`src/rtl/univ_shift_pkg.sv`:
```
// Shared mode and FSM state encodings for the universal shift register.
package univ_shift_pkg;

  localparam logic [2:0] MODE_HOLD = 3'b000;
  localparam logic [2:0] MODE_SHR  = 3'b001;
  localparam logic [2:0] MODE_SHL  = 3'b010;
  localparam logic [2:0] MODE_LOAD = 3'b011;
  localparam logic [2:0] MODE_ROR  = 3'b100;
  localparam logic [2:0] MODE_ROL  = 3'b101;

  typedef enum logic {
    ST_IDLE = 1'b0,
    ST_BUSY = 1'b1
  } state_t;

endpackage

```
`src/rtl/univ_shift_reg_shift_core.sv`:
```
// Combinational next-value function of the register, shared by manual and burst paths.
module shift_core
  import univ_shift_pkg::*;
#(
  parameter int WIDTH = 8
) (
  input  logic [WIDTH-1:0] q,
  input  logic [2:0]       mode,
  input  logic             si_r,
  input  logic             si_l,
  input  logic [WIDTH-1:0] pin,
  output logic [WIDTH-1:0] q_next
);

  always_comb begin
    q_next = q;
    case (mode)
      MODE_SHR:  q_next = {si_r, q[WIDTH-1:1]};
      MODE_SHL:  q_next = {q[WIDTH-2:0], si_l};
      MODE_LOAD: q_next = pin;
      MODE_ROR:  q_next = {q[0], q[WIDTH-1:1]};
      MODE_ROL:  q_next = {q[WIDTH-2:0], q[WIDTH-1]};
      default:   q_next = q;  // hold and the two reserved codes
    endcase
  end

endmodule

```
`src/rtl/univ_shift_reg.sv`:
```
// Universal shift register with a burst engine that repeats a latched operation N times.
module univ_shift_reg
  import univ_shift_pkg::*;
#(
  parameter  int WIDTH = 8,
  localparam int CNT_W = $clog2(WIDTH + 1)
) (
  input  logic             clk,
  input  logic             rst,
  input  logic [2:0]       mode,
  input  logic             si_r,
  input  logic             si_l,
  input  logic [WIDTH-1:0] pin,
  input  logic             start,
  input  logic [CNT_W-1:0] nshift,
  output logic [WIDTH-1:0] q,
  output logic             so_r,
  output logic             so_l,
  output logic             busy,
  output logic             done
);

  state_t           state, state_next;
  logic [CNT_W-1:0] count, count_next;
  logic [2:0]       mode_l, mode_l_next;
  logic [2:0]       core_mode;
  logic             done_next;
  logic             q_en;
  logic [WIDTH-1:0] q_next;

  shift_core #(.WIDTH(WIDTH)) u_core (
    .q      (q),
    .mode   (core_mode),
    .si_r   (si_r),
    .si_l   (si_l),
    .pin    (pin),
    .q_next (q_next)
  );

  // The burst-accept edge leaves q untouched; only manual edges and BUSY edges update it.
  always_comb begin
    state_next  = state;
    count_next  = count;
    mode_l_next = mode_l;
    done_next   = 1'b0;
    q_en        = 1'b0;
    core_mode   = mode;
    case (state)
      ST_IDLE: begin
        if (start) begin
          if (nshift == '0) begin
            done_next = 1'b1;
          end else begin
            mode_l_next = mode;
            count_next  = nshift;
            state_next  = ST_BUSY;
          end
        end else begin
          q_en = 1'b1;
        end
      end
      ST_BUSY: begin
        core_mode  = mode_l;
        q_en       = 1'b1;
        count_next = count - CNT_W'(1);
        if (count == CNT_W'(1)) begin
          state_next = ST_IDLE;
          done_next  = 1'b1;
        end
      end
      default: state_next = ST_IDLE;
    endcase
  end

  always_ff @(posedge clk or posedge rst) begin
    if (rst) begin
      state  <= ST_IDLE;
      count  <= '0;
      mode_l <= MODE_HOLD;
      done   <= 1'b0;
      q      <= '0;
    end else begin
      state  <= state_next;
      count  <= count_next;
      mode_l <= mode_l_next;
      done   <= done_next;
      if (q_en) q <= q_next;
    end
  end

  assign busy = (state == ST_BUSY);
  assign so_r = q[0];
  assign so_l = q[WIDTH-1];

endmodule

```
`config.mk`:
```
export PLATFORM = sky130hd
export DESIGN_NAME = univ_shift_reg
export DESIGN_NICKNAME = d
export VERILOG_FILES = /design/src/rtl/univ_shift_pkg.sv /design/src/rtl/univ_shift_reg_shift_core.sv /design/src/rtl/univ_shift_reg.sv
export SDC_FILE = /design/constraint.sdc
export NUM_CORES = 1
export LEC_CHECK = 0
export BUFFER_PORTS_ARGS = -buffer_cell sky130_fd_sc_hd__buf_4
export CAP_MARGIN = 20
export CORE_MARGIN = 8
export CORE_UTILIZATION = 30
export DETAILED_ROUTE_END_ITERATION = 16
export GPL_TIMING_DRIVEN = 1
export SLEW_MARGIN = 30
export SYNTH_ARGS = -nofsm -noshare
export SYNTH_HDL_FRONTEND = slang
export SYNTH_SLANG_ARGS = --single-unit
```
`constraint.sdc`:
```
create_clock -name clk -period 2.1 [get_ports clk]
set_clock_uncertainty 0.15 [all_clocks]
set_input_delay 0.42 -clock clk [delete_from_list [all_inputs] [get_ports clk]]
set_output_delay 0.42 -clock clk [all_outputs]
set_load 0.05 [all_outputs]
```
==> flow_summary.yaml, run 1 <==
run_status:
  outcome: "complete, no violations"
synthesis:
  synth_edf_count: 0
  ys_seq_area_frac: 0.364
  synth_warnings: 0
  synth-compound-area-share: 0.254
  synthMuxAreaShare: 0.109
  synth_area_mm2: 0.00117
  synth_simple_gate_area_frac: 0.166
  synthXorXnorAreaFrac: 0.0289
  ys_ff_latch: 17
  async_flop_share: 1.00
  synth_cell_type_count: 42
  postSynthCellCount: 120
  synth_fa_ha_area_frac: 0.0214
  synth_top_family_by_area: "compound AO/OA/AOI/OAI gates"
  synth_nets: 142
  synth_top_flop_cell: "dfrtp_1"
  syn_avg_cell_area_um2: 9.74
setup_path:
  crit_family: "flip-flops"
  endpoint_kind: "register"
  crit_type: "register to register"
  required_ps: 2090
  critPathMaxFanout: 10
  cp_cell_sequence: "mux2_4 -> xnor2_2 -> o21ai_1 -> o32a_1"
  slowest_delay_ps: 500
  path_buf_inv: 0
  slowest_stage: "dfrtp_2"
  worstSetupStartpointType: "register"
  crit_arrival_ps: 1910
timing:
  finalSetupViolations: 0
  clock.fmax_mhz: 521
  maxSlewViolCount: 0
  hold_ws_ps: 121
  layout_min_cycle_time_ps: 1920
  tns_ps: 0
  finalCritPeriodShare: 0.914
  final.setup.worst_slack_ps: 180
  final-hold-violation-count: 0
  max-slew-margin-rel: 0.535
  max_slew.worst_pin.slew_ps: 697
  grt_setup_unrepaired: "false"
global_route:
  grt_overflow_total: 0
  grt_pass1_vias: 1105
  grt_usage: 0.111
  grt_max_degree: 18
  grt_first_pass_wirelength_mm: 5.42
  antenna_found_initial: 0
cts:
  cts_resized: 0
  cts.sinks: 17
  clkSlewWorstSetupHoldPaths_ps: 70
  cts_inserted_buffers: 3
  max-clock-path-buffers: 2
  hold_buffers: 0
  root_buffer: "clkbuf_8"
  cts_tree: "yes"
  htree_levels: 1
  clkLatencyLatePin_ps: 260
  postCtsSetupRepairBufs: 0
power:
  power_leakage_nw: 0.690
  ir_drop_mv: 0.817
  finalPower_mw: 2.92
  power_density_mw_per_mm2: 1930
detailed_routing:
  vias_per_cell: 5.16
  wl_mm: 3.20
  via_count: 1048
  first_iter_violations: 25
  drc_errors: 0
  firstDrtPassIters: 4
  routedWlPerCell_um: 15.7
  drtAntennaViolNets: 0
floorplanning:
  num_rows: 22
  initial_utilization: 0.314
  die_w_um: 78.4
  die-area_mm2: 0.00615
  ios: 32
  die_h_um: 78.4
  coreArea_mm2: 0.00372
hold_path:
  hp-class: "input pin to asynchronous set/reset pin"
cells_and_area:
  num_antenna_cells: 0
  syn2layout_area_growth_pct: 29.2
  final_cells: 203
  post-route-util: 0.406
  fin_area_mm2: 0.00151
  layout-drive-gt1-share: 0.348
  nNetsFinal: 178
placement:
  dp_slack_ps: 84.5
  port_buffers: 31
  dpl_cell_area_mm2: 0.00146
  post-place-cells: 199
  place_hpwl_mm: 2.52
  routabilityCongestion: 0.848
run:
  maxCapViolCount: 0
==> layout make-up <==
cell class | instances | area [µm²]
multi-input cells | 90 | 677
well taps | 48 | 60.1
fillers | 389 | 2210
clock inverters | 1 | 5.00
clock buffers | 3 | 41.3
flip-flops and latches | 17 | 427
repair buffers | 36 | 270
inverters | 8 | 30.0
==> synthesized netlist by cell type (2+ instances only) <==
cell type  count  area share
mux2_4         2       0.026
mux2_2         3       0.029
inv_1          8       0.026
and3_1         5       0.027
o32a_1         5       0.043
xnor2_1        2       0.015
o21ai_1        6       0.026
o221ai_1       2       0.015
o21ai_0        3       0.013
ha_1           2       0.021
buf_2          2      0.0086
mux2i_1        3       0.026
a21oi_1       11       0.047
nand2_1        8       0.026
nand3_1        3       0.013
o211ai_1       3       0.019
nor2_1         9       0.029
dfrtp_1       17        0.36
o31ai_1        2       0.013
buf_4          2       0.013
==> flip-flops by register name, indices dropped and copies added, names as in the netlist <==
| signal | count |
|---|---|
| q | 8 |
| count | 4 |
| mode_l | 3 |
| busy | 1 |
| done | 1 |
==> final timing paths <==
check                           startpoint        to  slack [ps]  cells past startpoint
worst max register to register        busy      q[6]         180                      4
worst max-delay path                  busy      q[6]         180                      4
max in group asynchronous              rst      busy        1200                      2
worst min register to register    count[0]  count[0]         350                      1
worst min-delay path                   rst      q[0]         120                      2
min in group clk                 nshift[3]  count[3]         250                      3
==> where the power goes <==
| group | switching, mW | leakage [nW] | internal (mW) | total (mW) |
|---|---|---|---|---|
| Clock | 0.119 | 0.0255 | 0.132 | 0.251 |
| Combinational | 1.17 | 0.469 | 0.807 | 1.98 |
| Sequential | 0.190 | 0.196 | 0.501 | 0.692 |
==> logic make-up after synthesis <==
| kind of cell | count (synthesis) |
|---|---|
| AOI/OAI and AO/OA | 40 |
| and+or+nand+nor | 35 |
| muxes | 10 |
| DFF | 17 |
| adders and majority gates | 2 |
| buffers and inverters | 13 |
| xor gates and xnor gates | 3 |
==> per-layer routing <==
metal / part of all wire / global-route usage / vias up
met5: 0 / 0 / -
met4: 0.018 / 0.0593 / 0
met3: 0.050 / 0.0319 / 5
met2: 0.47 / 0.176 / 30
met1: 0.46 / 0.132 / 493
li1: - / - / 520
==> cells in the final DEF (no fill, tap or decap), types with 2 or more instances in the layout <==
master,synthesis,routed
buf_4,2,36
dfrtp_1,17,16
a21oi_1,11,11
nor2_1,9,9
inv_1,8,8
nand2_1,8,8
o21ai_1,6,6
and3_1,5,5
o32a_1,5,5
mux2_2,3,3
mux2i_1,3,3
nand3_1,3,3
o21ai_0,3,3
o211ai_1,3,3
clkbuf_8,0,3
mux2_4,2,2
o31ai_1,2,2
o221ai_1,2,2
xnor2_1,2,2
ha_1,2,2
Note: power is estimated with default switching activity, not from simulation.
==> run 2, diff against run 1 <==
BUFFER_PORTS_ARGS = -buffer_cell sky130_fd_sc_hd__buf_2   (was -buffer_cell sky130_fd_sc_hd__buf_4)
TNS_END_PERCENT = 10   (was default)
==> run 2 against run 1 <==
Net effect:
- cell count is 0.49% lower
- sequential share of layout area is 1.7 points higher
- sequential power hardly changed
- total power is 2.5% lower
- via count is 4.3% higher
- hold slack worse by 16 ps
- global-route usage is 0.64 points lower
- critical path type unchanged
- critical endpoint is now q[2]
- largest cell class unchanged
==> flow_summary.yaml, run 2 (synthesized netlist as in run 1, its figures left out) <==
cts:
  max-clock-path-buffers: 2
  clkSlewWorstSetupHoldPaths_ps: 70
  htree_levels: 1
  postCtsSetupRepairBufs: 0
  clkLatencyLatePin_ps: 250
  hold_buffers: 0
  root_buffer: "clkbuf_8"
  cts_inserted_buffers: 3
  cts_resized: 0
  cts.sinks: 17
  cts_tree: "yes"
detailed_routing:
  wl_mm: 3.20
  routedWlPerCell_um: 15.8
  drc_errors: 0
  via_count: 1093
  firstDrtPassIters: 4
  vias_per_cell: 5.41
  drtAntennaViolNets: 0
  first_iter_violations: 28
timing:
  finalSetupViolations: 0
  max_slew.worst_pin.slew_ps: 671
  final-hold-violation-count: 0
  maxSlewViolCount: 0
  clock.fmax_mhz: 519
  final.setup.worst_slack_ps: 172
  tns_ps: 0
  layout_min_cycle_time_ps: 1930
  max-slew-margin-rel: 0.552
  finalCritPeriodShare: 0.918
  hold_ws_ps: 105
  grt_setup_unrepaired: "false"
global_route:
  grt_usage: 0.105
  grt_first_pass_wirelength_mm: 5.29
  antenna_found_initial: 0
  grt_pass1_vias: 1151
  grt_max_degree: 18
  grt_overflow_total: 0
cells_and_area:
  nNetsFinal: 177
  layout-drive-gt1-share: 0.338
  num_antenna_cells: 0
  final_cells: 202
  mostFrequentLayoutCells: "buf_2 (31), dfrtp_1 (16), a21oi_1 (11)"
  fillers: 374
  final_common_cell: "buf_2"
  post-route-util: 0.383
  reg_top3: "q (8), count (4), mode_l (3)"
  largest_register_ffs: 8
  largest_register: "q"
  syn2layout_area_growth_pct: 21.8
setup_path:
  regToRegSetupSlack_ps: 170
  endpoint_kind: "register"
  crit_type: "register to register"
  worstSetupStartpointType: "register"
  r2r-end: "q[2]"
  critPathMaxFanout: 10
  required_ps: 2090
  r2r_start: "busy"
  crit_arrival_ps: 1920
  reg2reg_depth: 4
floorplanning:
  num_rows: 22
  die_w_um: 78.4
  die_h_um: 78.4
  ios: 32
  initial_utilization: 0.314
  coreArea_mm2: 0.00372
  die-area_mm2: 0.00615
placement:
  place_hpwl_mm: 2.43
  dp_slack_ps: 76.6
  routabilityCongestion: 0.826
  port_buffers: 31
  post-place-cells: 198
power:
  power_leakage_nw: 0.655
  power_density_mw_per_mm2: 2000
  ir_drop_mv: 0.977
hold_path:
  hp-class: "input pin to asynchronous set/reset pin"
run_status:
  outcome: "complete, no violations"
run:
  maxCapViolCount: 0
run 2: critical path, cell delays in order (launching register included):
cell and delay, ps:
dfrtp_2 500, mux2_4 420, xnor2_2 340, o21ai_1 110, o32a_1 290
run 2: power breakdown:
group	internal [mW]	switching, mW
registers	0.501	0.187
logic	0.721	1.19
clock network	0.135	0.117
run 2: final cells by class:
class                   instances  area [µm²]  share of cell area
multi-input cells              90         677               0.475
flip-flops and latches         17         427               0.300
well taps                      48        60.1              0.0422
inverters                       8        30.0              0.0211
repair buffers                 35         185               0.130
clock buffers                   4        45.0              0.0316
run 2: worst max-delay path by stage:
stage | startpoint | endpoint | slack (ps) | depth (start not counted)
after detailed placement | busy | q[2] | 80 | 4
after floorplan | busy | q[1] | 10 | 5
after global placement | busy | q[1] | 140 | 4
final | busy | q[2] | 170 | 4
after global routing | busy | q[3] | 90 | 4
after CTS | busy | q[2] | 60 | 4
run 2: metrics by stage:
stage	cell area, µm²	total power [mW]
2_1_floorplan	1170	2.18
5_1_grt	1420	3.07
4_1_cts	1420	2.86
3_5_place_dp	1380	2.60
3_3_place_gp	1380	2.55
6_report	1420	2.85
run 2: metal layers:
layer | vias to the layer above | part of all wire | global-route usage
met5 | - | 0 | 0
met2 | 48 | 0.47 | 0.170
li1 | 516 | - | -
met1 | 521 | 0.44 | 0.123
met4 | 0 | 0.021 | 0.0444
met3 | 8 | 0.069 | 0.0342
==> run 3, diff against run 2 <==
CORE_UTILIZATION = 40   (was 30)
==> run 3 against run 2 <==
Net effect:
- sequential power down 2%
- clock power down 29%
- non-clock buffer count unchanged
- core utilization up 12 points
- fmax up 1.6%
- critical path depth unchanged
- routed wire length down 0.63%
- flip-flop and latch count unchanged
- global-route usage up 2.6 points
- register-to-register slack better by 30 ps
- critical path type unchanged
- highest routed layer is now met3
==> flow_summary.yaml, run 3 (synthesized netlist as in run 1, its figures left out) <==
run_status:
  outcome: "complete, no violations"
cells_and_area:
  syn2layout_area_growth_pct: 18.4
  seq_area_um2: 427
  mostFrequentLayoutCells: "buf_2 (31), dfrtp_1 (16), a21oi_1 (11)"
  multi_input_area_um2: 677
  fillers: 270
  reg_top3: "q (8), count (4), mode_l (3)"
  layout-drive-gt1-share: 0.338
  num_antenna_cells: 0
  largest_register_ffs: 8
  nNetsFinal: 177
  final_common_cell: "buf_2"
  largest_register: "q"
cts:
  cts_inserted_buffers: 3
  cts_tree: "yes"
  postCtsSetupRepairBufs: 0
  cts.sinks: 17
  clkSlewWorstSetupHoldPaths_ps: 110
  cts_resized: 0
  clkLatencyLatePin_ps: 290
  hold_buffers: 0
  max-clock-path-buffers: 2
  root_buffer: "clkbuf_4"
  htree_levels: 1
timing:
  clock.fmax_mhz: 527
  finalSetupViolations: 0
  finalCritPeriodShare: 0.903
  grt_setup_unrepaired: "false"
  maxSlewViolCount: 0
  max-slew-margin-rel: 0.562
  layout_min_cycle_time_ps: 1900
  max_slew.worst_pin.slew_ps: 656
  final.setup.worst_slack_ps: 203
  tns_ps: 0
  final-hold-violation-count: 0
setup_path:
  r2r_start: "busy"
  critPathMaxFanout: 10
  endpoint: "q[5]"
  endpoint_kind: "register"
  worstSetupStartpointType: "register"
  reg2reg_depth: 4
  r2r-end: "q[5]"
  required_ps: 2130
  regToRegSetupSlack_ps: 200
  crit_arrival_ps: 1930
  crit_type: "register to register"
  startpoint: "busy"
placement:
  port_buffers: 31
  routabilityCongestion: 0.894
  place_hpwl_mm: 2.48
  dp_slack_ps: 115
floorplanning:
  ios: 32
  die_w_um: 70.1
  coreArea_mm2: 0.00276
  initial_utilization: 0.424
  num_rows: 19
  die_h_um: 70.1
  die-area_mm2: 0.00491
detailed_routing:
  routedWlPerCell_um: 17.2
  via_count: 1068
  wl_mm: 3.18
  drtAntennaViolNets: 0
  first_iter_violations: 54
  vias_per_cell: 5.77
  drc_errors: 0
  firstDrtPassIters: 4
hold_path:
  hp-class: "input pin to asynchronous set/reset pin"
global_route:
  grt_max_degree: 18
  grt_usage: 0.131
  grt_overflow_total: 0
  grt_first_pass_wirelength_mm: 5.49
  grt_pass1_vias: 1153
  antenna_found_initial: 0
power:
  power_density_mw_per_mm2: 2000
  power_leakage_nw: 0.647
  ir_drop_mv: 1.16
run:
  maxCapViolCount: 0
run 3: cell types whose count changed in the layout (fill, tap and decap cells not counted):
cell | before | now
clkbuf_8 | 3 | 0
clkbuf_4 | 0 | 3
run 3: worst min path at each step:
stage / startpoint / endpoint
after floorplan: rst / busy
after global placement: count[0] / count[0]
after detailed placement: count[0] / count[0]
after CTS: rst / count[0]
after global routing: rst / q[6]
final: rst / q[6]
run 3: power breakdown:
| group | switching, mW | internal [mW] | leakage, nW | total [mW] |
|---|---|---|---|---|
| combinational | 1.18 | 0.730 | 0.436 | 1.91 |
| sequential | 0.174 | 0.500 | 0.196 | 0.674 |
| clock | 0.106 | 0.0738 | 0.0150 | 0.180 |
run 3: through the flow:
stage	cell area, µm²	power, mW	utilization	hold WS, ps	cells
detailed placement	1360	2.59	0.492	330	181
CTS	1380	2.79	0.501	87.9	185
global route	1380	2.99	0.502	122	185
floorplan	1170	2.18	-	196	120
finish	1380	2.77	0.502	52.0	185
global placement	1360	2.56	0.492	318	181
run 3: critical path, cell delays in order (launching register included):
cell     delay [ps]
dfrtp_2         500
mux2_4          400
xnor2_2         340
o21ai_1         100
o32a_1          300
run 3: layer usage:
metal | vias to the layer above | share of wire | global-route usage
met5 | - | 0 | 0
met3 | 0 | 0.059 | 0.0311
met1 | 518 | 0.42 | 0.152
met2 | 32 | 0.52 | 0.229
li1 | 518 | - | -
met4 | 0 | 0 | 0.0402
run 3: final cells by class:
class | instances | share of cell area
Multi-Input combinational cell | 90 | 0.489
Sequential cell | 17 | 0.308
Timing Repair Buffer | 35 | 0.134
Tap cell | 31 | 0.0280
Inverter | 8 | 0.0217
Clock buffer | 4 | 0.0190
